===== src/rtl/i2c_bus_arbiter_if.sv =====
// Bundle of client-side and I2C-master-side signals shared through the arbiter.
// The arbiter uses the master modport; clients, the I2C engine and observers use slave.
interface i2c_bus_arbiter_if;
  logic       req0, req1;
  logic       start0, start1;
  logic       send0, send1;
  logic       receive0, receive1;
  logic [7:0] datasend0, datasend1;
  logic       gnt0, gnt1;
  logic       isReady0, isReady1;
  logic       sended0, sended1;
  logic       received0, received1;
  logic [7:0] datareceive0, datareceive1;
  logic       m_isReady;
  logic       m_start, m_send, m_receive;
  logic [7:0] m_datasend;
  logic       m_sended, m_received;
  logic [7:0] m_datareceive;
  logic       timeout;
  logic [1:0] state;

  modport master (
    input  req0, req1, start0, start1, send0, send1, receive0, receive1,
           datasend0, datasend1, m_isReady, m_sended, m_received, m_datareceive,
    output gnt0, gnt1, isReady0, isReady1, sended0, sended1, received0, received1,
           datareceive0, datareceive1, m_start, m_send, m_receive, m_datasend,
           timeout, state
  );

  modport slave (
    output req0, req1, start0, start1, send0, send1, receive0, receive1,
           datasend0, datasend1, m_isReady, m_sended, m_received, m_datareceive,
    input  gnt0, gnt1, isReady0, isReady1, sended0, sended1, received0, received1,
           datareceive0, datareceive1, m_start, m_send, m_receive, m_datasend,
           timeout, state
  );
endinterface


===== src/rtl/i2c_bus_arbiter.sv =====
// Round-robin two-client arbiter for one I2C master port, with a grant watchdog.
//   state   | meaning
//   IDLE    | no grant; waiting for m_isReady and an eligible request
//   GRANT   | one client owns the master; watchdog counting
//   RELEASE | grant dropped; waiting for the master to report ready
module i2c_bus_arbiter #(
  parameter logic [15:0] TIMEOUT = 16'hFFFF
) (
  input logic clk,
  input logic reset,
  i2c_bus_arbiter_if.master bus
);

  typedef enum logic [1:0] {
    IDLE    = 2'd0,
    GRANT   = 2'd1,
    RELEASE = 2'd2
  } arbState_e;

  arbState_e   stateQ, stateD;
  logic        gnt0Q, gnt1Q;
  logic        timeoutQ;
  logic        lastQ;
  logic        blk0Q, blk1Q;
  logic [15:0] countQ;

  logic        elig0, elig1, pick1, ownerReq, wdFire;
  logic        doGrant, doRelease, doTimeout;
  logic        mStart, mSend, mReceive;
  logic [7:0]  mDatasend;

  assign elig0    = bus.req0 & ~blk0Q;
  assign elig1    = bus.req1 & ~blk1Q;
  // On a tie the client that was not served last wins.
  assign pick1    = elig1 & (~elig0 | ~lastQ);
  assign ownerReq = gnt1Q ? bus.req1 : bus.req0;
  assign wdFire   = (TIMEOUT != 16'd0) && (countQ == TIMEOUT - 16'd1);

  always_ff @(posedge clk or negedge reset) begin
    if (!reset) begin
      stateQ   <= IDLE;
      gnt0Q    <= 1'b0;
      gnt1Q    <= 1'b0;
      timeoutQ <= 1'b0;
      lastQ    <= 1'b1;
      blk0Q    <= 1'b0;
      blk1Q    <= 1'b0;
      countQ   <= 16'd0;
    end else begin
      stateQ   <= stateD;
      timeoutQ <= doTimeout;
      if (doGrant) begin
        gnt0Q  <= ~pick1;
        gnt1Q  <= pick1;
        countQ <= 16'd0;
      end else if (doRelease) begin
        gnt0Q  <= 1'b0;
        gnt1Q  <= 1'b0;
        lastQ  <= gnt1Q;
      end else if (stateQ == GRANT) begin
        countQ <= countQ + 16'd1;
      end
      // A timed-out client stays blocked until it lets go of its request.
      blk0Q <= (doTimeout & gnt0Q) | (blk0Q & bus.req0);
      blk1Q <= (doTimeout & gnt1Q) | (blk1Q & bus.req1);
    end
  end

  always_comb begin
    stateD    = stateQ;
    doGrant   = 1'b0;
    doRelease = 1'b0;
    doTimeout = 1'b0;
    case (stateQ)
      IDLE: begin
        if (bus.m_isReady && (elig0 || elig1)) begin
          stateD  = GRANT;
          doGrant = 1'b1;
        end
      end
      GRANT: begin
        if (!ownerReq) begin
          stateD    = RELEASE;
          doRelease = 1'b1;
        end else if (wdFire) begin
          stateD    = RELEASE;
          doRelease = 1'b1;
          doTimeout = 1'b1;
        end
      end
      RELEASE: begin
        if (bus.m_isReady) stateD = IDLE;
      end
      default: stateD = IDLE;
    endcase
  end

  always_comb begin
    mStart    = 1'b0;
    mSend     = 1'b0;
    mReceive  = 1'b0;
    mDatasend = 8'h00;
    if (gnt0Q) begin
      mStart    = bus.start0;
      mSend     = bus.send0;
      mReceive  = bus.receive0;
      mDatasend = bus.datasend0;
    end else if (gnt1Q) begin
      mStart    = bus.start1;
      mSend     = bus.send1;
      mReceive  = bus.receive1;
      mDatasend = bus.datasend1;
    end
  end

  assign bus.m_start      = mStart;
  assign bus.m_send       = mSend;
  assign bus.m_receive    = mReceive;
  assign bus.m_datasend   = mDatasend;
  assign bus.gnt0         = gnt0Q;
  assign bus.gnt1         = gnt1Q;
  assign bus.isReady0     = bus.m_isReady & gnt0Q;
  assign bus.isReady1     = bus.m_isReady & gnt1Q;
  assign bus.sended0      = bus.m_sended & gnt0Q;
  assign bus.sended1      = bus.m_sended & gnt1Q;
  assign bus.received0    = bus.m_received & gnt0Q;
  assign bus.received1    = bus.m_received & gnt1Q;
  assign bus.datareceive0 = gnt0Q ? bus.m_datareceive : 8'h00;
  assign bus.datareceive1 = gnt1Q ? bus.m_datareceive : 8'h00;
  assign bus.timeout      = timeoutQ;
  assign bus.state        = stateQ;

endmodule


===== src/flat_wrapper.sv =====
// flat-port wrapper written by rule: the top's interface ports become plain ports
module i2c_bus_arbiter_flat 
#(
  parameter logic [15:0] TIMEOUT = 16'hFFFF
)
  (clk, reset, bus_req0, bus_req1, bus_start0, bus_start1, bus_send0, bus_send1, bus_receive0, bus_receive1, bus_datasend0, bus_datasend1, bus_m_isReady, bus_m_sended, bus_m_received, bus_m_datareceive, bus_gnt0, bus_gnt1, bus_isReady0, bus_isReady1, bus_sended0, bus_sended1, bus_received0, bus_received1, bus_datareceive0, bus_datareceive1, bus_m_start, bus_m_send, bus_m_receive, bus_m_datasend, bus_timeout, bus_state);
  i2c_bus_arbiter_if bus_i ();
  input logic clk;
  input logic reset;
  input wire logic [$bits(bus_i.req0)-1:0] bus_req0;
  input wire logic [$bits(bus_i.req1)-1:0] bus_req1;
  input wire logic [$bits(bus_i.start0)-1:0] bus_start0;
  input wire logic [$bits(bus_i.start1)-1:0] bus_start1;
  input wire logic [$bits(bus_i.send0)-1:0] bus_send0;
  input wire logic [$bits(bus_i.send1)-1:0] bus_send1;
  input wire logic [$bits(bus_i.receive0)-1:0] bus_receive0;
  input wire logic [$bits(bus_i.receive1)-1:0] bus_receive1;
  input wire logic [$bits(bus_i.datasend0)-1:0] bus_datasend0;
  input wire logic [$bits(bus_i.datasend1)-1:0] bus_datasend1;
  input wire logic [$bits(bus_i.m_isReady)-1:0] bus_m_isReady;
  input wire logic [$bits(bus_i.m_sended)-1:0] bus_m_sended;
  input wire logic [$bits(bus_i.m_received)-1:0] bus_m_received;
  input wire logic [$bits(bus_i.m_datareceive)-1:0] bus_m_datareceive;
  output wire logic [$bits(bus_i.gnt0)-1:0] bus_gnt0;
  output wire logic [$bits(bus_i.gnt1)-1:0] bus_gnt1;
  output wire logic [$bits(bus_i.isReady0)-1:0] bus_isReady0;
  output wire logic [$bits(bus_i.isReady1)-1:0] bus_isReady1;
  output wire logic [$bits(bus_i.sended0)-1:0] bus_sended0;
  output wire logic [$bits(bus_i.sended1)-1:0] bus_sended1;
  output wire logic [$bits(bus_i.received0)-1:0] bus_received0;
  output wire logic [$bits(bus_i.received1)-1:0] bus_received1;
  output wire logic [$bits(bus_i.datareceive0)-1:0] bus_datareceive0;
  output wire logic [$bits(bus_i.datareceive1)-1:0] bus_datareceive1;
  output wire logic [$bits(bus_i.m_start)-1:0] bus_m_start;
  output wire logic [$bits(bus_i.m_send)-1:0] bus_m_send;
  output wire logic [$bits(bus_i.m_receive)-1:0] bus_m_receive;
  output wire logic [$bits(bus_i.m_datasend)-1:0] bus_m_datasend;
  output wire logic [$bits(bus_i.timeout)-1:0] bus_timeout;
  output wire logic [$bits(bus_i.state)-1:0] bus_state;
  assign bus_i.req0 = bus_req0;
  assign bus_i.req1 = bus_req1;
  assign bus_i.start0 = bus_start0;
  assign bus_i.start1 = bus_start1;
  assign bus_i.send0 = bus_send0;
  assign bus_i.send1 = bus_send1;
  assign bus_i.receive0 = bus_receive0;
  assign bus_i.receive1 = bus_receive1;
  assign bus_i.datasend0 = bus_datasend0;
  assign bus_i.datasend1 = bus_datasend1;
  assign bus_i.m_isReady = bus_m_isReady;
  assign bus_i.m_sended = bus_m_sended;
  assign bus_i.m_received = bus_m_received;
  assign bus_i.m_datareceive = bus_m_datareceive;
  assign bus_gnt0 = bus_i.gnt0;
  assign bus_gnt1 = bus_i.gnt1;
  assign bus_isReady0 = bus_i.isReady0;
  assign bus_isReady1 = bus_i.isReady1;
  assign bus_sended0 = bus_i.sended0;
  assign bus_sended1 = bus_i.sended1;
  assign bus_received0 = bus_i.received0;
  assign bus_received1 = bus_i.received1;
  assign bus_datareceive0 = bus_i.datareceive0;
  assign bus_datareceive1 = bus_i.datareceive1;
  assign bus_m_start = bus_i.m_start;
  assign bus_m_send = bus_i.m_send;
  assign bus_m_receive = bus_i.m_receive;
  assign bus_m_datasend = bus_i.m_datasend;
  assign bus_timeout = bus_i.timeout;
  assign bus_state = bus_i.state;
  i2c_bus_arbiter #(.TIMEOUT(TIMEOUT)) u_core (.clk(clk), .reset(reset), .bus(bus_i));
endmodule

===== config.mk =====
export PLATFORM = sky130hd
export DESIGN_NAME = i2c_bus_arbiter_flat
export DESIGN_NICKNAME = d
export VERILOG_FILES = /design/src/rtl/i2c_bus_arbiter_if.sv /design/src/rtl/i2c_bus_arbiter.sv /design/src/flat_wrapper.sv
export SDC_FILE = /design/constraint.sdc
export NUM_CORES = 1
export LEC_CHECK = 0
export ABC_AREA = 1
export BUFFER_PORTS_ARGS = -buffer_cell sky130_fd_sc_hd__clkbuf_2
export CORE_AREA = 2 2 65 67
export CTS_BUF_LIST = sky130_fd_sc_hd__clkbuf_8
export CTS_CLUSTER_SIZE = 30
export DETAILED_ROUTE_END_ITERATION = 12
export DIE_AREA = 0 0 67 69
export MAX_ROUTING_LAYER = met4
export PLACE_DENSITY = 0.86
export SETUP_SLACK_MARGIN = 0.05
export SLEW_MARGIN = 0
export SYNTH_ARGS = -nofsm -noshare
export SYNTH_HDL_FRONTEND = slang
export SYNTH_SLANG_ARGS = --single-unit

===== constraint.sdc =====
create_clock -name clk -period 2.6 [get_ports clk]
set_input_delay 0.13 -clock clk [delete_from_list [all_inputs] [get_ports clk]]
set_output_delay 0.13 -clock clk [all_outputs]
set_load 0.005 [all_outputs]

**Word-level counts from Yosys, hierarchy flattened**

Cells that the tools add are included.

- Bits in registers: 24
- Input port bits: 37
- Output and inout bits: 38

- Muxes and demuxes: 29
- Equality and inequality tests: 7
- Reductions and logical operators: 8
- Bitwise gates (word level): 22
- $add $sub $neg: 1

Operators with widths:

| operator | count |
|---|---|
| $mux W16 | 3 |
| $mux W8 | 4 |
| $mux W1 | 17 |
| $add A16 B1 Y16 const B | 1 |
| $eq A16 B16 Y1 const B | 1 |
| $and A1 B1 Y1 | 13 |
| $mux W2 | 4 |
| $not A1 Y1 | 6 |
| $pmux W2 S3 | 1 |
| $ne A2 B1 Y1 const B | 2 |
| $reduce_and A2 Y1 | 2 |
| $reduce_bool A2 Y1 | 2 |
| $ne A3 B3 Y1 const B | 1 |
| $or A1 B1 Y1 | 3 |
| $reduce_and A3 Y1 | 1 |
| $eq A2 B1 Y1 const B | 1 |
| $eq A2 B2 Y1 const B | 1 |
| $logic_not A2 Y1 | 1 |
| $ne A2 B2 Y1 const B | 1 |
| $logic_and A1 B1 Y1 | 1 |
| $logic_or A1 B1 Y1 | 1 |

**Logic depth before layout (Yosys ltp)**

Gate-level depths: netlist of the first run.

- Depth in word-level cells: 8
- Gate-level depth with buffers: 10

**Worst setup path after synthesis of the first run**

OpenSTA, ideal clock, no wires.

- Kind: reg-to-reg
- From: reg u_core.countQ[0]
- To: reg u_core.countQ[11]
- Path slack: 1152 ps
- Stages on the path, launching flop included: 10
- Arrival time: 1365 ps
- Path buffers: 1
- Path through: dfrtp_1 > inv_1 > ha_1 > nand2_1 > nor2_1 > nand2_4 > o21ai_4 > buf_6 > nand3_1 > o21ai_0

- Longest elaborated chain between the ends: 6

Ends and longest elaborated chain:

| element | line | RTL |
|---|---|---|
| from (decl) | i2c_bus_arbiter.sv:25 | `logic [15:0] countQ;` |
| from (signal assigned) | i2c_bus_arbiter.sv:61 | `countQ <= countQ + 16'd1;` |
| parallel branches: the longest is 6 deep, another holds $add A16 B1 Y16 | -- |  |

Several ways; the timed one is not identified. The select of a mux whose other input is x is not followed.
A chain may end at the register's enable or synchronous reset.

**Worst setup path in the final report of the first run**

- From: reg u_core.countQ[0]
- To: reg u_core.countQ[13]

Same word-level chain as after synthesis.

==> results of run 1 <==
-- per-layer routing --
metal  vias up  routed length, um  global-route usage
met5         -                  0                   -
met4         0                 60             0.05442
met3         7                104             0.02121
met2        32               2253              0.3443
met1       817               1897              0.2461
li1        957                  -                   -
-- cell families after synthesis --
| logic type | after synthesis |
|---|---|
| AND/OR/NAND/NOR | 158 |
| buffers and inverters | 51 |
| flip-flops | 24 |
| AO/OA/AOI/OAI | 19 |
| XOR/XNOR | 9 |
| adder cells (fa/ha/maj) | 2 |
-- state kept, by name (all words and copies together) (netlist names) --
signal,cells
u_core.blk0Q,1
u_core.blk1Q,1
u_core.bus.gnt1,1
u_core.countQ,16
u_core.lastQ,1
u_core.bus.state,2
u_core.bus.timeout,1
u_core.bus.gnt0,1
-- layout make-up --
type                    count  share of cell area
repair buffers             78              0.1841
clock inverters             1             0.01372
multi-input cells         188              0.4111
well taps                  50             0.02859
flip-flops and latches     24              0.2750
clock buffers               3             0.01887
inverters                  40             0.06861
-- synth_stat cells (all sizes together) --
cell type | n | area (um2)
nor2 | 22 | 95.09
ha | 2 | 25.02
o22ai | 1 | 6.260
nand2 | 91 | 356.6
xor2 | 8 | 70.07
nand3 | 39 | 195.2
clkbuf | 5 | 18.77
inv | 40 | 150.1
dfstp | 1 | 26.28
xnor2 | 1 | 8.760
o21ai | 18 | 105.1
or2 | 1 | 6.260
nand4 | 5 | 31.28
buf | 6 | 42.54
dfrtp | 23 | 575.6
-- worst max-delay path by stage --
stage,start,endpoint,depth (start not counted)
finish,u_core.countQ[0],u_core.countQ[13],8
global route,u_core.countQ[0],u_core.countQ[3],8
CTS,u_core.countQ[0],u_core.countQ[4],8
detailed placement,u_core.countQ[0],u_core.countQ[4],8
global placement,u_core.countQ[0],u_core.countQ[4],8
floorplan,u_core.countQ[0],u_core.countQ[11],9
-- where the power goes --
| part | switching [mW] | internal, mW | total (mW) |
|---|---|---|---|
| Combinational | 0.428 | 0.263 | 0.691 |
| Sequential | 0.0399 | 0.427 | 0.467 |
| Clock | 0.125 | 0.206 | 0.331 |
-- tightest hold or removal path: stages --
cell	delay, ns
clkbuf_2	0.11
nand2_1	0.05
o21ai_0	0.06
-- what timing repair did --
action / CTS / global route
buffers inserted: 0 / 0
hold buffers: 1 / 0
endpoints found under the hold margin: 23 / 0
==> impl_metrics.json, run 1 <==
{
  "status": "finished, final reports clean",
  "die-area_um2": 4623,
  "dp_cells": 379,
  "synth-simple-area-share": 0.3996,
  "first_global_vias": 1725,
  "worstPathCellList": "inv_1, ha_1, nand2_1, nor2_1, nand2_4, o21ai_4, nand2_4, o21ai_0",
  "startpoint_type": "register",
  "synthAdderAreaFrac": 0.01461,
  "final_cell_count_no_fill": 384,
  "pre_cts_slack_ns": 0.8646,
  "num_io_pins": 75,
  "wl_per_cell_um": 11.24,
  "ys_warn_count": 0,
  "num_rows": 23,
  "max-cap-violations": 0,
  "synth_seq_cells": 24,
  "synth-compound-area-share": 0.06501,
  "holdWs_ns": 0.1053,
  "setup_slack_ns": 0.8574,
  "power_density_nw_per_um2": 680.6,
  "ff2ff_setup_slack_ns": 0.86,
  "netlist_area_um2": 1713,
  "synth_mux_area_frac": 0,
  "numCtsBuffers": 3,
  "insertion_delay_ns": 0.27,
  "cts_resized": 0,
  "fin_skew_ns": 0.003497,
  "r2r_cells": 8,
  "final_util": 0.5591,
  "wl_um": 4315,
  "syn_nets": 302,
  "synth-xor-area-share": 0.04602,
  "num_vias": 1813,
  "syn_area_per_cell_um2": 6.513,
  "final_cell_mix": "89 x nand2_1, 74 x clkbuf_2, 40 x inv_1, 39 x nand3_1, 23 x dfrtp_1",
  "cts_buffer_depth": 2,
  "drive_above_1_share": 0.2695,
  "finalCriticalPeriod_ns": 1.743,
  "io_buffers": 74,
  "crit_buf_inv": 1,
  "worst_path_largest_cell_delay_ns": 0.41,
  "grt_remaining_overflow": 0,
  "grt_max_degree": 26,
  "fillCellCount": 393,
  "viasPerCell": 4.721,
  "endpoint_kind": "register",
  "drt.antenna.violating_nets": 0,
  "worstPathArrival_ns": 1.94,
  "die-width_um": 67,
  "synthCells": 263,
  "ys_types": 22,
  "fin_setup_tns_ns": 0,
  "ir_drop_v": 0.0003773,
  "synth_top_family_by_area": "simple AND/OR/NAND/NOR gates",
  "synth_seq_area_share": 0.3514,
  "holdPathEnd": "u_core.blk1Q",
  "clkTransAtPathRegs_ns": 0.09,
  "cts.sinks": 24,
  "design_area_um2": 2188,
  "multi_input_area_um2": 899.6,
  "hold_violations": 0,
  "r2r_start": "u_core.countQ[0]",
  "htreeDepth": 1,
  "critPathMaxFanout": 13,
  "start_util": 0.4377,
  "rsz0062_at_grt": "false",
  "placed_area_um2": 2107,
  "grt_pass1_wl_um": 7341,
  "layout.area.seq_um2": 601.8,
  "min_path_cells": 3,
  "first_pass_iters": 4,
  "tightest_slew_ns": 0.5942,
  "p_total_mw": 1.489,
  "grt_use_total": 0.2006,
  "die_h_um": 69,
  "crit_slowest_cell": "dfrtp_1",
  "dp_hpwl_um": 3330,
  "hp-class": "input pin to register",
  "critPathTopFamily": "compound AO/OA/AOI/OAI gates",
  "syn2layout_area_growth_pct": 27.76,
  "layout.nets": 374,
  "gp_congestion": 0.8714,
  "cts_tree": "built",
  "layout_commonest_cell": "nand2_1",
  "finalSetupViolations": 0,
  "slew_headroom": 0.6039,
  "cpMostUsedCell": "nand2_4",
  "regToRegEndpoint": "u_core.countQ[13]",
  "clock_tree.root_cell": "clkbuf_8",
  "path_class": "register to register",
  "slew_violations": 0,
  "antenna_found_initial": 0,
  "drt_iter0_drc": 85,
  "post-route-drc-count": 0,
  "timing.final.crit_share": 0.6702,
  "cp.required_ns": 2.80,
  "coreArea_um2": 3914,
  "leakagePower_nw": 1.341,
  "hold_start": "bus_req1",
  "clock.fmax_ghz": 0.5739,
  "n_antenna_cell": 0
}
Note: power is estimated with default switching activity, not from simulation.
==> inputs of run 2 (changes only) <==
ABC_AREA = 0   (was 1)
CORE_AREA = 2 2 62 64   (was 2 2 65 67)
DIE_AREA = 0 0 64 66   (was 0 0 67 69)
PLACE_DENSITY = 0.87   (was 0.86)
clock period = 1.63 ns   (was 2.6 ns; I/O delays follow)
==> run 2 against run 1 <==
Effect of this change:
- the flow now finishes with violations (setup timing)
- combinational power up 120%
- routed wire length up 9.3%
- global-route usage up 2.2 points
- final area up 16%
- clock power up 24%
- utilization up 16 points
- clock skew up 0.0011 ns
- total power up 82%
- first-iteration DRC count down 65%
- critical path type unchanged
- largest power group unchanged
==> impl_metrics.json, run 2 <==
{
  "timing.final.crit_share": 1.102,
  "status": "finished, violations left",
  "cts.sinks": 24,
  "endpoint_kind": "register",
  "use_met1": 0.2357,
  "final_util": 0.7160,
  "start_util": 0.4299,
  "hold_violations": 0,
  "rsz0062_at_grt": "true",
  "ir_drop_v": 0.0005110,
  "post-route-drc-count": 0,
  "fin_skew_ns": 0.004600,
  "power_density_nw_per_um2": 1065,
  "design_area_um2": 2542,
  "drt_iter0_drc": 30,
  "largest_register_ffs": 16,
  "num_io_pins": 75,
  "finalCriticalPeriod_ns": 1.796,
  "worst_path_largest_cell_delay_ns": 0.51,
  "clkTransAtPathRegs_ns": 0.09,
  "p_total_mw": 2.708,
  "p_seq_frac": 0.288,
  "ys_top_cells_by_area": "dfrtp_1 38%, and2_1 9.4%, mux2i_1 8.5%",
  "antenna_found_initial": 0,
  "finalSetupViolations": 16,
  "die_h_um": 66,
  "combPwrFrac": 0.560,
  "final_cell_mix": "74 x clkbuf_2, 35 x buf_4, 23 x and2_1, 22 x dfrtp_1, 21 x nand2_1",
  "grt_pass1_wl_um": 7231,
  "pwr-share-clk": 0.152,
  "synth_area_leader_cell": "dfrtp_1",
  "coreArea_um2": 3551,
  "cts_tree": "built",
  "grt_busiest_layer": "met2",
  "slew_headroom": 0.5981,
  "syn2layout_area_growth_pct": 66.56,
  "final_cell_count_no_fill": 324,
  "max-cap-violations": 0,
  "synth_flop_cell": "dfrtp_1",
  "power_switching_share": 0.3696,
  "ys_async_sr_fraction": 1.000,
  "htreeDepth": 1,
  "synth_edf_count": 0,
  "drt.antenna.violating_nets": 0,
  "dp_cells": 310,
  "setup_slack_ns": -0.1659,
  "critPathTopFamily": "simple AND/OR/NAND/NOR gates",
  "clock.fmax_ghz": 0.5568,
  "hp-class": "input pin to register",
  "io_buffers": 74,
  "clock_tree.root_cell": "clkbuf_8",
  "viasPerCell": 5.238,
  "first_global_vias": 1671,
  "cts_buffer_depth": 2,
  "synth_seq_area_share": 0.3943,
  "grt_use_total": 0.2229,
  "slew_violations": 0,
  "gp_congestion": 0.7975,
  "internal_power_mw": 1.707,
  "ys_warn_count": 0,
  "regMostFlops": "u_core.countQ",
  "crit_slowest_cell": "or4b_4",
  "yosysTopAreaCellShare": 0.3770,
  "startpoint_type": "register",
  "p_switching_mw": 1.001,
  "leakagePower_nw": 1.352,
  "crit_buf_inv": 1,
  "placed_area_um2": 2185,
  "layout_commonest_cell": "clkbuf_2",
  "syn_area_per_cell_um2": 9.423,
  "die-width_um": 64,
  "first_pass_iters": 4,
  "violations": "setup timing",
  "grt_remaining_overflow": 0,
  "fillCellCount": 252,
  "gr-usage-met3": 0.04429,
  "insertion_delay_ns": 0.27,
  "wl_um": 4716,
  "wl_per_cell_um": 14.56,
  "num_vias": 1697,
  "ys_types": 37,
  "cp.required_ns": 1.83,
  "worstPathArrival_ns": 1.99,
  "grt_max_degree": 26,
  "worstPathCellList": "nand4_2, buf_6, nor4_4, or4b_4, a21oi_2",
  "grt_use_met2": 0.4063,
  "layout.nets": 316,
  "numCtsBuffers": 3,
  "netlist_area_um2": 1526,
  "die-area_um2": 4224,
  "drive_above_1_share": 0.5580,
  "num_rows": 22,
  "dp_hpwl_um": 3238,
  "synthCells": 162,
  "path_class": "register to register",
  "tightest_slew_ns": 0.6029,
  "critPathMaxFanout": 4,
  "synth_commonest_cells": "23 x and2_1, 23 x dfrtp_1, 23 x nand2_1, 13 x a22o_1, 13 x mux2i_1",
  "syn_nets": 201,
  "synth_seq_cells": 24,
  "n_antenna_cell": 0
}
[run 2: cell count changes after synthesis, moves of 8 or more]
cell     change
nor2_1      -15
nand2_1     -66
and2_1      +23
nand3_1     -31
mux2i_1     +13
o21ai_0     -11
a22o_1      +13
inv_1       -37
xor2_1       -8
[run 2: path summary, 6_finish.rpt]
| kind | slack, ns | start | cells past startpoint | to |
|---|---|---|---|---|
| worst max-delay path | -0.17 | u_core.countQ[6] | 5 | u_core.countQ[10] |
| worst min-delay path | 0.13 | bus_req0 | 2 | u_core.blk0Q |
| worst max register to register | -0.17 | u_core.countQ[6] | 5 | u_core.countQ[10] |
| worst min register to register | 0.52 | u_core.countQ[15] | 1 | u_core.countQ[15] |
| max in group asynchronous | 0.86 | reset | 2 | u_core.bus.gnt1 |
| min in group asynchronous | 0.34 | reset | 2 | u_core.countQ[11] |
[run 2: area by class of cell]
cell class / instances / area, um2 / share of cell area
Timing Repair Buffer: 118 / 733.2 / 0.2884
Clock buffer: 4 / 55.05 / 0.02165
Sequential cell: 24 / 603.1 / 0.2372
Inverter: 3 / 11.26 / 0.004429
Tap cell: 48 / 60.06 / 0.02362
Multi-Input combinational cell: 127 / 1080 / 0.4247
[run 2: through the flow]
stage | hold WS [ns] | setup TNS [ns] | setup slack, ns
after CTS | 0.1242 | -0.7758 | -0.1202
after global routing | 0.1418 | -2.534 | -0.2221
after detailed placement | 0.1210 | -1.701 | -0.1690
after floorplan | -0.2141 | -0.2806 | -0.1477
final | 0.1322 | -1.000 | -0.1659
after global placement | 0.1088 | -0.5184 | -0.08462
[run 2: routing by layer]
| layer | part of all wire | vias up | wire length (um) |
|---|---|---|---|
| met5 | 0 | - | 0 |
| met4 | 0.028 | 0 | 130 |
| met3 | 0.072 | 14 | 341 |
| met2 | 0.52 | 75 | 2463 |
| met1 | 0.38 | 790 | 1780 |
| li1 | - | 818 | - |
[run 2: repair_timing]
item	in CTS	in global routing
hold buffers	1	0
gates resized for setup	34	12
endpoints found under the setup margin	35	24
hold endpoints to repair	23	0
pin swaps	12	10
setup buffers	5	3
cloned	1	0
[run 2: power by group through the flow]
stage               Sequential (mW)  Combinational (mW)  Clock (mW)
detailed placement            0.765                1.28           0
global route                  0.793                1.65       0.429
floorplan                     0.780               0.660           0
global placement              0.757                1.25           0
CTS                           0.777                1.45       0.417
finish                        0.781                1.52       0.412
[run 2: logic make-up after synthesis]
logic type / after synthesis / synth area share
AO/OA/AOI/OAI: 26 / 0.1434
multiplexers: 15 / 0.1000
flip-flops: 24 / 0.3943
buffers and inverters: 11 / 0.03115
AND/OR/NAND/NOR: 84 / 0.3148
adder cells (fa/ha/maj): 2 / 0.01639
==> inputs of run 3 (changes only) <==
ABC_AREA = 1   (was 0)
CORE_AREA = 2 2 66 68   (was 2 2 62 64)
DIE_AREA = 0 0 68 70   (was 0 0 64 66)
GPL_TIMING_DRIVEN = 0   (was not set)
clock period = 1.5 ns   (was 1.63 ns; I/O delays follow)
==> run 3 against run 2 <==
Effect of this change:
- the run still ends with setup timing left
- combinational power up 6%
- hold slack worse by 0.075 ns
- utilization down 11 points
==> impl_metrics.json, run 3 (synthesis gave the netlist of run 1 again) <==
{
  "cts_buffer_depth": 2,
  "leakagePower_nw": 1.467,
  "ir_drop_v": 0.0007962,
  "wl_per_cell_um": 14.14,
  "worstPathArrival_ns": 1.75,
  "first_global_vias": 1906,
  "grt_max_degree": 25,
  "drive_above_1_share": 0.4068,
  "numCtsBuffers": 3,
  "drt_iter0_drc": 158,
  "crit_buf_inv": 1,
  "grt_use_total": 0.2304,
  "n_antenna_cell": 0,
  "worst_path_largest_cell_delay_ns": 0.46,
  "finalCriticalPeriod_ns": 1.541,
  "r2r_start": "u_core.countQ[1]",
  "worstPathCellList": "ha_4, nand2_4, nor2_4, nand2_4, o21ai_4, buf_6, nand3_2, o21ai_1",
  "clkTransAtPathRegs_ns": 0.09,
  "final_cell_mix": "81 x nand2_1, 76 x clkbuf_2, 38 x inv_1, 30 x nand3_1, 20 x dfrtp_1",
  "post-route-drc-count": 0,
  "critPathMaxFanout": 5,
  "violations": "setup timing",
  "crit_start": "u_core.countQ[1]",
  "layout.nets": 394,
  "cts.sinks": 24,
  "clock.fmax_ghz": 0.6487,
  "critPathTopFamily": "flip-flops",
  "max-cap-violations": 0,
  "regMostFlops": "u_core.countQ",
  "path_class": "register to register",
  "die-width_um": 68,
  "crit_slowest_cell": "dfrtp_2",
  "slew_violations": 0,
  "insertion_delay_ns": 0.28,
  "fin_skew_ns": 0.005125,
  "slew_headroom": 0.5871,
  "fillCellCount": 338,
  "num_io_pins": 75,
  "start_util": 0.4133,
  "grt_remaining_overflow": 0,
  "setup_slack_ns": -0.04149,
  "drt.antenna.violating_nets": 0,
  "largest_register_ffs": 16,
  "tightest_slew_ns": 0.6193,
  "p_total_mw": 3.049,
  "hold_violations": 0,
  "cpMostUsedCell": "nand2_4",
  "startpoint_type": "register",
  "die_h_um": 70,
  "pre_cts_slack_ns": -0.1273,
  "crit_end": "u_core.countQ[1]",
  "cts_tree": "built",
  "clock_tree.root_cell": "clkbuf_8",
  "crit_cells": 8,
  "timing.final.crit_share": 1.028,
  "die-area_um2": 4760,
  "dp_hpwl_um": 3424,
  "syn2layout_area_growth_pct": 46.68,
  "gp_congestion": 0.8501,
  "wl_um": 5742,
  "power_density_nw_per_um2": 1213,
  "regToRegEndpoint": "u_core.countQ[1]",
  "io_buffers": 74,
  "htreeDepth": 1,
  "rsz0062_at_grt": "true",
  "antenna_found_initial": 0,
  "num_rows": 24,
  "finalSetupViolations": 11,
  "cp.required_ns": 1.71,
  "ff2ff_setup_slack_ns": -0.04,
  "first_pass_iters": 5,
  "r2r_cells": 8,
  "coreArea_um2": 4144,
  "hp-class": "input pin to register",
  "status": "finished, violations left",
  "viasPerCell": 5.182,
  "endpoint_kind": "register",
  "num_vias": 2104,
  "layout_commonest_cell": "nand2_1",
  "grt_pass1_wl_um": 8383
}
==> run 3: cell count changes in the layout (fill, tap and decap cells not counted), moves of 6 or more <==
cell     previous run  this run
a22o_1             13         0
nand2_1            21        81
and2_1             23         0
nor2_1              4        13
xor2_1              0         8
nand3_1             3        30
mux2i_1            12         0
o21ai_1             0         8
buf_4              35        12
nand2_2             1         7
inv_1               3        38
==> run 3: power by group <==
group	total, mW	internal, mW	switching, mW
clock	0.594	0.358	0.236
combinational	1.61	0.656	0.957
sequential	0.841	0.744	0.0975
==> run 3: per-stage QoR <==
step	hold WS [ns]	cells	cell area, um2	TNS [ns]	utilization
after floorplan	-0.2206	263	1713	0	-
after global placement	0.1050	389	2148	-0.7418	0.5184
after detailed placement	0.1065	389	2148	-1.725	0.5184
after CTS	0.04837	398	2347	-0.005059	0.5664
after global routing	0.06367	406	2512	-1.460	0.6063
final	0.05716	406	2512	-0.2247	0.6063
==> run 3: per-layer routing <==
layer | GRT usage | up-vias | part of all wire
met5 | - | - | 0
li1 | - | 997 | -
met1 | 0.2906 | 972 | 0.39
met3 | 0.01610 | 24 | 0.062
met2 | 0.3862 | 111 | 0.51
met4 | 0.07556 | 0 | 0.040
==> run 3: how the worst min path moves through the flow <==
stage / startpoint / to / slack, ns / depth (start not counted)
floorplan: reset / u_core.blk0Q / -0.22 / 0
global placement: reset / u_core.countQ[4] / 0.10 / 1
detailed placement: reset / u_core.countQ[4] / 0.11 / 1
CTS: bus_m_isReady / u_core.bus.state[1] / 0.05 / 2
global route: bus_m_isReady / u_core.bus.state[1] / 0.06 / 2
finish: bus_m_isReady / u_core.bus.state[1] / 0.06 / 2
==> run 3: area by class of cell <==
type                            instances  area, um2  share of cell area
Clock inverter                          1      30.03             0.01195
Inverter                               40      150.1             0.05976
Multi-Input combinational cell        188       1060              0.4218
Tap cell                               52      65.06             0.02590
Buffer                                 11      82.58             0.03287
Timing Repair Buffer                   87      478.0              0.1902
Clock buffer                            3      41.29             0.01643
Sequential cell                        24      605.6              0.2410
==> run 3: worst reg2reg max path, cell delays in order, from the launching register on <==
cell	delay, ns
dfrtp_2	0.46
ha_4	0.17
nand2_4	0.05
nor2_4	0.11
nand2_4	0.09
o21ai_4	0.27
buf_6	0.17
nand3_2	0.07
o21ai_1	0.09
==> run 3: timing repair <==
action | in CTS | in global routing
hold buffers | 1 | 0
gates resized for setup | 34 | 37
setup buffers | 2 | 8
hold endpoints to repair | 23 | 0
pin swaps | 10 | 12
endpoints found under the setup margin | 43 | 53
gates cloned | 2 | 0
